--- src/rtl/glyph_pkg.sv ---
// Shared constants for the glyph pixel streamer: default glyph geometry,
// the digit bitmaps and the streaming FSM state encoding.
package glyph_pkg;

    localparam int GLYPH_W_DEFAULT = 8;
    localparam int GLYPH_H_DEFAULT = 16;
    localparam int NUM_DIGITS      = 10;

    // Bit c of each word is column c, so bit 0 is the leftmost pixel.
    localparam logic [GLYPH_W_DEFAULT-1:0] DIGIT_ROWS [NUM_DIGITS][GLYPH_H_DEFAULT] = '{
        '{8'h00, 8'h00, 8'h00, 8'h1E, 8'h33, 8'h33, 8'h3B, 8'h37, 8'h33, 8'h33, 8'h33, 8'h1E, 8'h00, 8'h00, 8'h00, 8'h00},
        '{8'h00, 8'h00, 8'h00, 8'h0C, 8'h0E, 8'h0F, 8'h0C, 8'h0C, 8'h0C, 8'h0C, 8'h0C, 8'h3F, 8'h00, 8'h00, 8'h00, 8'h00},
        '{8'h00, 8'h00, 8'h00, 8'h1E, 8'h33, 8'h30, 8'h18, 8'h0C, 8'h06, 8'h03, 8'h33, 8'h3F, 8'h00, 8'h00, 8'h00, 8'h00},
        '{8'h00, 8'h00, 8'h00, 8'h1E, 8'h33, 8'h30, 8'h30, 8'h1C, 8'h30, 8'h30, 8'h33, 8'h1E, 8'h00, 8'h00, 8'h00, 8'h00},
        '{8'h00, 8'h00, 8'h00, 8'h18, 8'h1C, 8'h1A, 8'h19, 8'h3F, 8'h18, 8'h18, 8'h18, 8'h3C, 8'h00, 8'h00, 8'h00, 8'h00},
        '{8'h00, 8'h00, 8'h00, 8'h3F, 8'h03, 8'h03, 8'h1F, 8'h30, 8'h30, 8'h30, 8'h33, 8'h1E, 8'h00, 8'h00, 8'h00, 8'h00},
        '{8'h00, 8'h00, 8'h00, 8'h1C, 8'h06, 8'h03, 8'h1F, 8'h33, 8'h33, 8'h33, 8'h33, 8'h1E, 8'h00, 8'h00, 8'h00, 8'h00},
        '{8'h00, 8'h00, 8'h00, 8'h3F, 8'h33, 8'h30, 8'h18, 8'h0C, 8'h0C, 8'h0C, 8'h0C, 8'h0C, 8'h00, 8'h00, 8'h00, 8'h00},
        '{8'h00, 8'h00, 8'h00, 8'h1E, 8'h33, 8'h33, 8'h33, 8'h1E, 8'h33, 8'h33, 8'h33, 8'h1E, 8'h00, 8'h00, 8'h00, 8'h00},
        '{8'h00, 8'h00, 8'h00, 8'h1E, 8'h37, 8'h33, 8'h33, 8'h3E, 8'h30, 8'h30, 8'h18, 8'h0E, 8'h00, 8'h00, 8'h00, 8'h00}
    };

    typedef enum logic [1:0] {
        ST_IDLE,
        ST_FETCH,
        ST_LOAD,
        ST_STREAM
    } state_t;

endpackage

--- src/rtl/glyph_pixel_streamer_rom.sv ---
// Synchronous-read row ROM holding every glyph row; address is
// code*GLYPH_H + row and anything outside the digit set reads as zero.
module glyph_row_rom
    import glyph_pkg::*;
#(
    parameter int GLYPH_W    = GLYPH_W_DEFAULT,
    parameter int GLYPH_H    = GLYPH_H_DEFAULT,
    parameter int NUM_GLYPHS = 16,
    parameter int ADDR_W     = 8
) (
    input  logic              clock,
    input  logic              reset,
    input  logic [ADDR_W-1:0] addr,
    output logic [GLYPH_W-1:0] data
);

    // Widths other than 8 truncate or zero-pad on the right-hand columns.
    function automatic logic [GLYPH_W-1:0] lookup(input logic [ADDR_W-1:0] a);
        int                          code;
        int                          row;
        logic [GLYPH_W_DEFAULT-1:0]  word;
        code = int'(a) / GLYPH_H;
        row  = int'(a) % GLYPH_H;
        word = '0;
        if (code < NUM_GLYPHS && code < NUM_DIGITS && row < GLYPH_H_DEFAULT)
            word = DIGIT_ROWS[code[3:0]][row[3:0]];
        return GLYPH_W'(word);
    endfunction

    always_ff @(posedge clock or posedge reset) begin
        if (reset)
            data <= '0;
        else
            data <= lookup(addr);
    end

endmodule

--- src/rtl/glyph_pixel_streamer.sv ---
// Table-driven glyph source: accepts one glyph request, then streams its
// pixels row-major with integer scaling, inversion and backpressure.
module glyph_pixel_streamer
    import glyph_pkg::*;
#(
    parameter int GLYPH_W    = GLYPH_W_DEFAULT,
    parameter int GLYPH_H    = GLYPH_H_DEFAULT,
    parameter int NUM_GLYPHS = 16,
    parameter int CODE_W     = $clog2(NUM_GLYPHS)
) (
    input  logic              clock,
    input  logic              reset,
    input  logic              req_valid,
    output logic              req_ready,
    input  logic [CODE_W-1:0] req_code,
    input  logic [1:0]        req_scale,
    input  logic              req_invert,
    output logic              out_valid,
    input  logic              out_ready,
    output logic              out_pix,
    output logic              out_first,
    output logic              out_last
);

    localparam int COL_W  = (GLYPH_W > 1) ? $clog2(GLYPH_W) : 1;
    localparam int ROW_W  = (GLYPH_H > 1) ? $clog2(GLYPH_H) : 1;
    localparam int ADDR_W = CODE_W + ROW_W;

    state_t              state;
    logic [CODE_W-1:0]   code;
    logic [1:0]          scale_m1;
    logic                invert;
    logic [1:0]          h_rep;
    logic [1:0]          v_rep;
    logic [COL_W-1:0]    col;
    logic [ROW_W-1:0]    src_row;
    logic [GLYPH_W-1:0]  row_bits;
    logic [GLYPH_W-1:0]  shifted;
    logic [GLYPH_W-1:0]  rom_data;
    logic [ADDR_W-1:0]   rom_addr;

    logic                h_wrap;
    logic                row_end;
    logic                last_row;
    logic [1:0]          next_h;
    logic [COL_W-1:0]    next_col;
    logic                next_last;
    logic                load_last;

    assign rom_addr  = ADDR_W'(code) * ADDR_W'(GLYPH_H) + ADDR_W'(src_row);
    assign shifted   = row_bits >> 1;

    assign h_wrap    = (h_rep == scale_m1);
    assign row_end   = h_wrap && (col == COL_W'(GLYPH_W - 1));
    assign last_row  = (v_rep == scale_m1) && (src_row == ROW_W'(GLYPH_H - 1));
    assign next_h    = h_wrap ? 2'd0 : h_rep + 2'd1;
    assign next_col  = h_wrap ? col + COL_W'(1) : col;
    // out_last is registered, so it is computed for the pixel about to be shown.
    assign next_last = last_row && (next_col == COL_W'(GLYPH_W - 1)) && (next_h == scale_m1);
    assign load_last = last_row && (COL_W'(0) == COL_W'(GLYPH_W - 1)) && (scale_m1 == 2'd0);

    glyph_row_rom #(
        .GLYPH_W    (GLYPH_W),
        .GLYPH_H    (GLYPH_H),
        .NUM_GLYPHS (NUM_GLYPHS),
        .ADDR_W     (ADDR_W)
    ) u_rom (
        .clock (clock),
        .reset (reset),
        .addr  (rom_addr),
        .data  (rom_data)
    );

    always_ff @(posedge clock or posedge reset) begin
        if (reset) begin
            state     <= ST_IDLE;
            code      <= '0;
            scale_m1  <= '0;
            invert    <= 1'b0;
            h_rep     <= '0;
            v_rep     <= '0;
            col       <= '0;
            src_row   <= '0;
            row_bits  <= '0;
            req_ready <= 1'b1;
            out_valid <= 1'b0;
            out_pix   <= 1'b0;
            out_first <= 1'b0;
            out_last  <= 1'b0;
        end else begin
            case (state)
                ST_IDLE: begin
                    if (req_valid) begin
                        code      <= req_code;
                        scale_m1  <= req_scale;
                        invert    <= req_invert;
                        h_rep     <= '0;
                        v_rep     <= '0;
                        col       <= '0;
                        src_row   <= '0;
                        req_ready <= 1'b0;
                        state     <= ST_FETCH;
                    end
                end
                ST_FETCH: begin
                    state <= ST_LOAD;
                end
                ST_LOAD: begin
                    row_bits  <= rom_data;
                    out_valid <= 1'b1;
                    out_pix   <= rom_data[0] ^ invert;
                    out_first <= (src_row == '0) && (v_rep == 2'd0);
                    out_last  <= load_last;
                    state     <= ST_STREAM;
                end
                ST_STREAM: begin
                    if (out_ready) begin
                        out_first <= 1'b0;
                        if (row_end) begin
                            h_rep     <= '0;
                            col       <= '0;
                            out_valid <= 1'b0;
                            out_pix   <= 1'b0;
                            out_last  <= 1'b0;
                            if (last_row) begin
                                v_rep     <= '0;
                                src_row   <= '0;
                                req_ready <= 1'b1;
                                state     <= ST_IDLE;
                            end else begin
                                // Vertical repeats re-fetch the same source row.
                                if (v_rep == scale_m1) begin
                                    v_rep   <= '0;
                                    src_row <= src_row + ROW_W'(1);
                                end else begin
                                    v_rep <= v_rep + 2'd1;
                                end
                                state <= ST_FETCH;
                            end
                        end else begin
                            h_rep    <= next_h;
                            col      <= next_col;
                            out_last <= next_last;
                            if (h_wrap) begin
                                row_bits <= shifted;
                                out_pix  <= shifted[0] ^ invert;
                            end
                        end
                    end
                end
                default: state <= ST_IDLE;
            endcase
        end
    end

endmodule

--- config.mk ---
export PLATFORM = sky130hd
export DESIGN_NAME = glyph_pixel_streamer
export DESIGN_NICKNAME = d
export VERILOG_FILES = /design/src/rtl/glyph_pkg.sv /design/src/rtl/glyph_pixel_streamer_rom.sv /design/src/rtl/glyph_pixel_streamer.sv
export SDC_FILE = /design/constraint.sdc
export NUM_CORES = 1
export LEC_CHECK = 0
export CAP_MARGIN = 30
export CORE_AREA = 2 2 68 70
export CTS_BUF_LIST = sky130_fd_sc_hd__clkbuf_4
export CTS_CLUSTER_SIZE = 20
export DETAILED_ROUTE_END_ITERATION = 10
export DIE_AREA = 0 0 70 72
export PLACE_DENSITY_LB_ADDON = 0.3
export SLEW_MARGIN = 0
export SYNTH_ARGS = -nofsm -noshare
export SYNTH_HDL_FRONTEND = slang
export SYNTH_SLANG_ARGS = --single-unit
--- constraint.sdc ---
create_clock -name clock -period 2.85 [get_ports clock]
set_input_delay 0.7125 -clock clock [delete_from_list [all_inputs] [get_ports clock]]
set_output_delay 0.7125 -clock clock [all_outputs]
set_load 0.01 [all_outputs]
==> flow_summary.json <==
{
  "switching_share_pct": 48.7,
  "clockBufferDepth": 2,
  "finalSetupViolations": 0,
  "netSwitchingPower_uw": 1520,
  "clock-sinks": 36,
  "cellLeakagePower_uw": 0.00119,
  "antenna_found_initial": 0,
  "port_buffers": 15,
  "post-synth-top-count-cell": "dfrtp_1",
  "grt_pass1_wl_um": 10400,
  "max-vdd-ir-drop_uv": 662,
  "cts.clk_slew.worst_paths_ns": 0.11,
  "yosysUniqueCellTypes": 60,
  "setup_tns_ns": 0,
  "cp_max_fo": 9,
  "totalWireLength_um": 6040,
  "clk_latency_ns": 0.34,
  "worstPathRequired_ns": 3.12,
  "yosysTopAreaCell": "dfrtp_1",
  "yosys_warnings": 0,
  "cts_buffers": 5,
  "start_util_pct": 61.1,
  "fmax_ghz": 0.458,
  "grt_start_max_net_pins": 37,
  "place_congestion": 1.07,
  "grt_util_all_layers_pct": 25.6,
  "htree_levels": 2,
  "r2r-start": "code[1]$_DFFE_PP0P_",
  "startpoint": "code[1]$_DFFE_PP0P_",
  "synth_nets": 326,
  "path_class": "reg2reg",
  "chipHeight_um": 72,
  "synth-edff-count": 0,
  "row_count": 24,
  "core_um2": 4260,
  "synth.avg_cell_area_um2": 8.65,
  "synth_top_area_share_pct": 33.6,
  "critPathCaptureType": "register",
  "p_int_uw": 1600,
  "outcome": "finished clean",
  "p_clk_share_pct": 8.4,
  "drc_errors": 0,
  "gr-usage-met1_pct": 36.6,
  "synthTopCellsByCount": "dfrtp_1, nand2_1, a21oi_1",
  "ant_nets": 0,
  "maxCapViolCount": 0,
  "hp-class": "reg2reg",
  "power.density_nw_per_um2": 1100,
  "met3_usage_pct": 4.44,
  "ys_seq_area_share_pct": 34.6,
  "cts_tree": "yes",
  "synth_area_leaders": "dfrtp_1, ha_1, a21oi_1",
  "drive_gt1_share_pct": 10.9,
  "syn_area_um2": 2600,
  "fin_crit_ns": 2.18,
  "num-fill-cells": 361,
  "met2_usage_pct": 41.6,
  "yosys_register_bits": 36,
  "finalCritPeriodShare_pct": 76.7,
  "vias": 2336,
  "dominantRegCellSynth": "dfrtp_1",
  "min_from": "out_first$_DFFE_PP0P_",
  "cts-resized-gates": 0,
  "die_area_um2": 5040,
  "drv_slew": 0,
  "final_nets": 336,
  "top_level_ports": 16,
  "detailed_place_hpwl_um": 4480,
  "cts_root_buf": "clkbuf_4",
  "multiInputGateArea_um2": 1550,
  "die_x_um": 70,
  "overflow": 0,
  "cts_hold_buf": 0,
  "diodes": 0,
  "grt_pass1_vias": 2164,
  "worst_pin_slew_ns": 0.662,
  "ff_latch_area_um2": 902,
  "grt_busiest_layer": "met2",
  "grt_setup_unrepaired": "no",
  "post_drt_wl_per_cell_um": 16.6,
  "power_frac_comb_pct": 58.8,
  "postSynth.asyncResetShare_pct": 100,
  "fin_skew_ns": 0.00849,
  "vias_per_cell": 6.44,
  "cts_setup_buffers": 0,
  "startpoint_type": "register",
  "drt_iter0_drc": 142,
  "area_growth_pct": 8.60,
  "holdWs_ns": 0.488,
  "netlist_instances": 301,
  "p_seq_share_pct": 32.8,
  "dr.pass1.iters": 5,
  "finalHoldViolCount": 0,
  "cp.arrival_ns": 2.46,
  "relSlewSlack_pct": 54.7
}
## final timing paths
kind	end	slack [ns]	cells after the start
max in group asynchronous	req_ready$_DFFE_PP1P_	1.73	3
hold reg to reg	out_first$_DFFE_PP0P_	0.49	2
setup reg to reg	u_rom.data[0]$_DFF_PP0_	0.67	7
setup / recovery	u_rom.data[0]$_DFF_PP0_	0.67	7
min in group asynchronous	out_first$_DFFE_PP0P_	0.78	3
hold / removal	out_first$_DFFE_PP0P_	0.49	2
## worst max-delay path, stage by stage (launching register included)
cell     delay (ns)
dfrtp_1        0.48
inv_1          0.14
ha_1           0.22
nor2b_1        0.34
nor3_1         0.12
o221a_2        0.29
o41ai_1        0.33
and3_1         0.20
## power groups by stage
stage / combinational (µW) / clock [µW] / sequential (µW)
floorplan: 1560 / 0 / 841
CTS: 1810 / 266 / 1010
detailed placement: 1810 / 0 / 1030
global route: 2040 / 287 / 1070
global placement: 1770 / 0 / 1020
finish: 1830 / 263 / 1020
## logic make-up (layout without fill, tap and decap cells)
| family | Yosys count | in the layout | share of synthesized area, % |
|---|---|---|---|
| AND/OR/NAND/NOR | 100 | 100 | 19.1 |
| flip-flops | 36 | 36 | 34.6 |
| buffers and inverters | 33 | 43 | 5.76 |
| multiplexers | 17 | 17 | 7.01 |
| XOR/XNOR | 8 | 8 | 2.69 |
| adder cells (fa/ha/maj) | 14 | 14 | 6.72 |
| AO/OA/AOI/OAI | 93 | 93 | 24.1 |
## per-layer routing
layer / routed length (µm) / vias up
li1: - / 1113
met1: 2630 / 1118
met2: 2910 / 100
met3: 459 / 5
met4: 39 / 0
met5: 0 / -
## stage by stage
step | instance area (µm²) | setup slack [ns] | std cells | total power, µW | utilization (%)
6_report | 2830 | 0.665 | 363 | 3120 | 66.3
3_3_place_gp | 2780 | 0.625 | 356 | 2790 | 65.2
2_1_floorplan | 2610 | 0.805 | 301 | 2400 | -
3_5_place_dp | 2780 | 0.591 | 356 | 2830 | 65.2
4_1_cts | 2830 | 0.698 | 363 | 3090 | 66.3
5_1_grt | 2830 | 0.486 | 363 | 3390 | 66.3
## cells in the final DEF (no fill, tap or decap), types with 3 or more instances in the layout
master	Yosys	layout
a21o_1	4	4
nor4_1	5	5
nand2_1	31	31
mux2i_1	7	7
nand4_1	3	3
mux2_2	10	10
inv_1	12	12
xnor2_1	4	4
buf_4	1	8
o41ai_1	3	3
a211oi_1	3	3
clkdlybuf4s50_1	0	15
ha_1	14	14
nor2b_1	7	7
nand3_1	5	5
nand3b_1	3	3
dfrtp_1	35	35
a21oi_1	25	25
o21ai_0	21	21
o31ai_1	4	4
nor3_1	6	6
xor2_1	4	4
clkbuf_4	0	6
a22o_1	5	5
nand2b_1	7	7
nor2_1	22	22
## layout make-up
class / instances / area share [%]
clock buffer: 6 / 1.59
clock inverter: 1 / 0.177
inverter: 13 / 1.72
multi-input combinational: 232 / 54.9
sequential: 36 / 31.9
tap: 52 / 2.30
timing repair buffer: 23 / 7.43
## state kept, by name (all words and copies together), names as in the netlist
| name | cells |
|---|---|
| src_row | 4 |
| req_ready | 1 |
| h_rep | 2 |
| v_rep | 2 |
| u_rom.data | 6 |
| code | 4 |
| out_valid | 1 |
| out_first | 1 |
| out_pix | 1 |
| state | 2 |
| row_bits | 5 |
| scale_m1 | 2 |
| out_last | 1 |
| invert | 1 |
| col | 3 |
No activity file was read; power rests on OpenSTA's default activity.
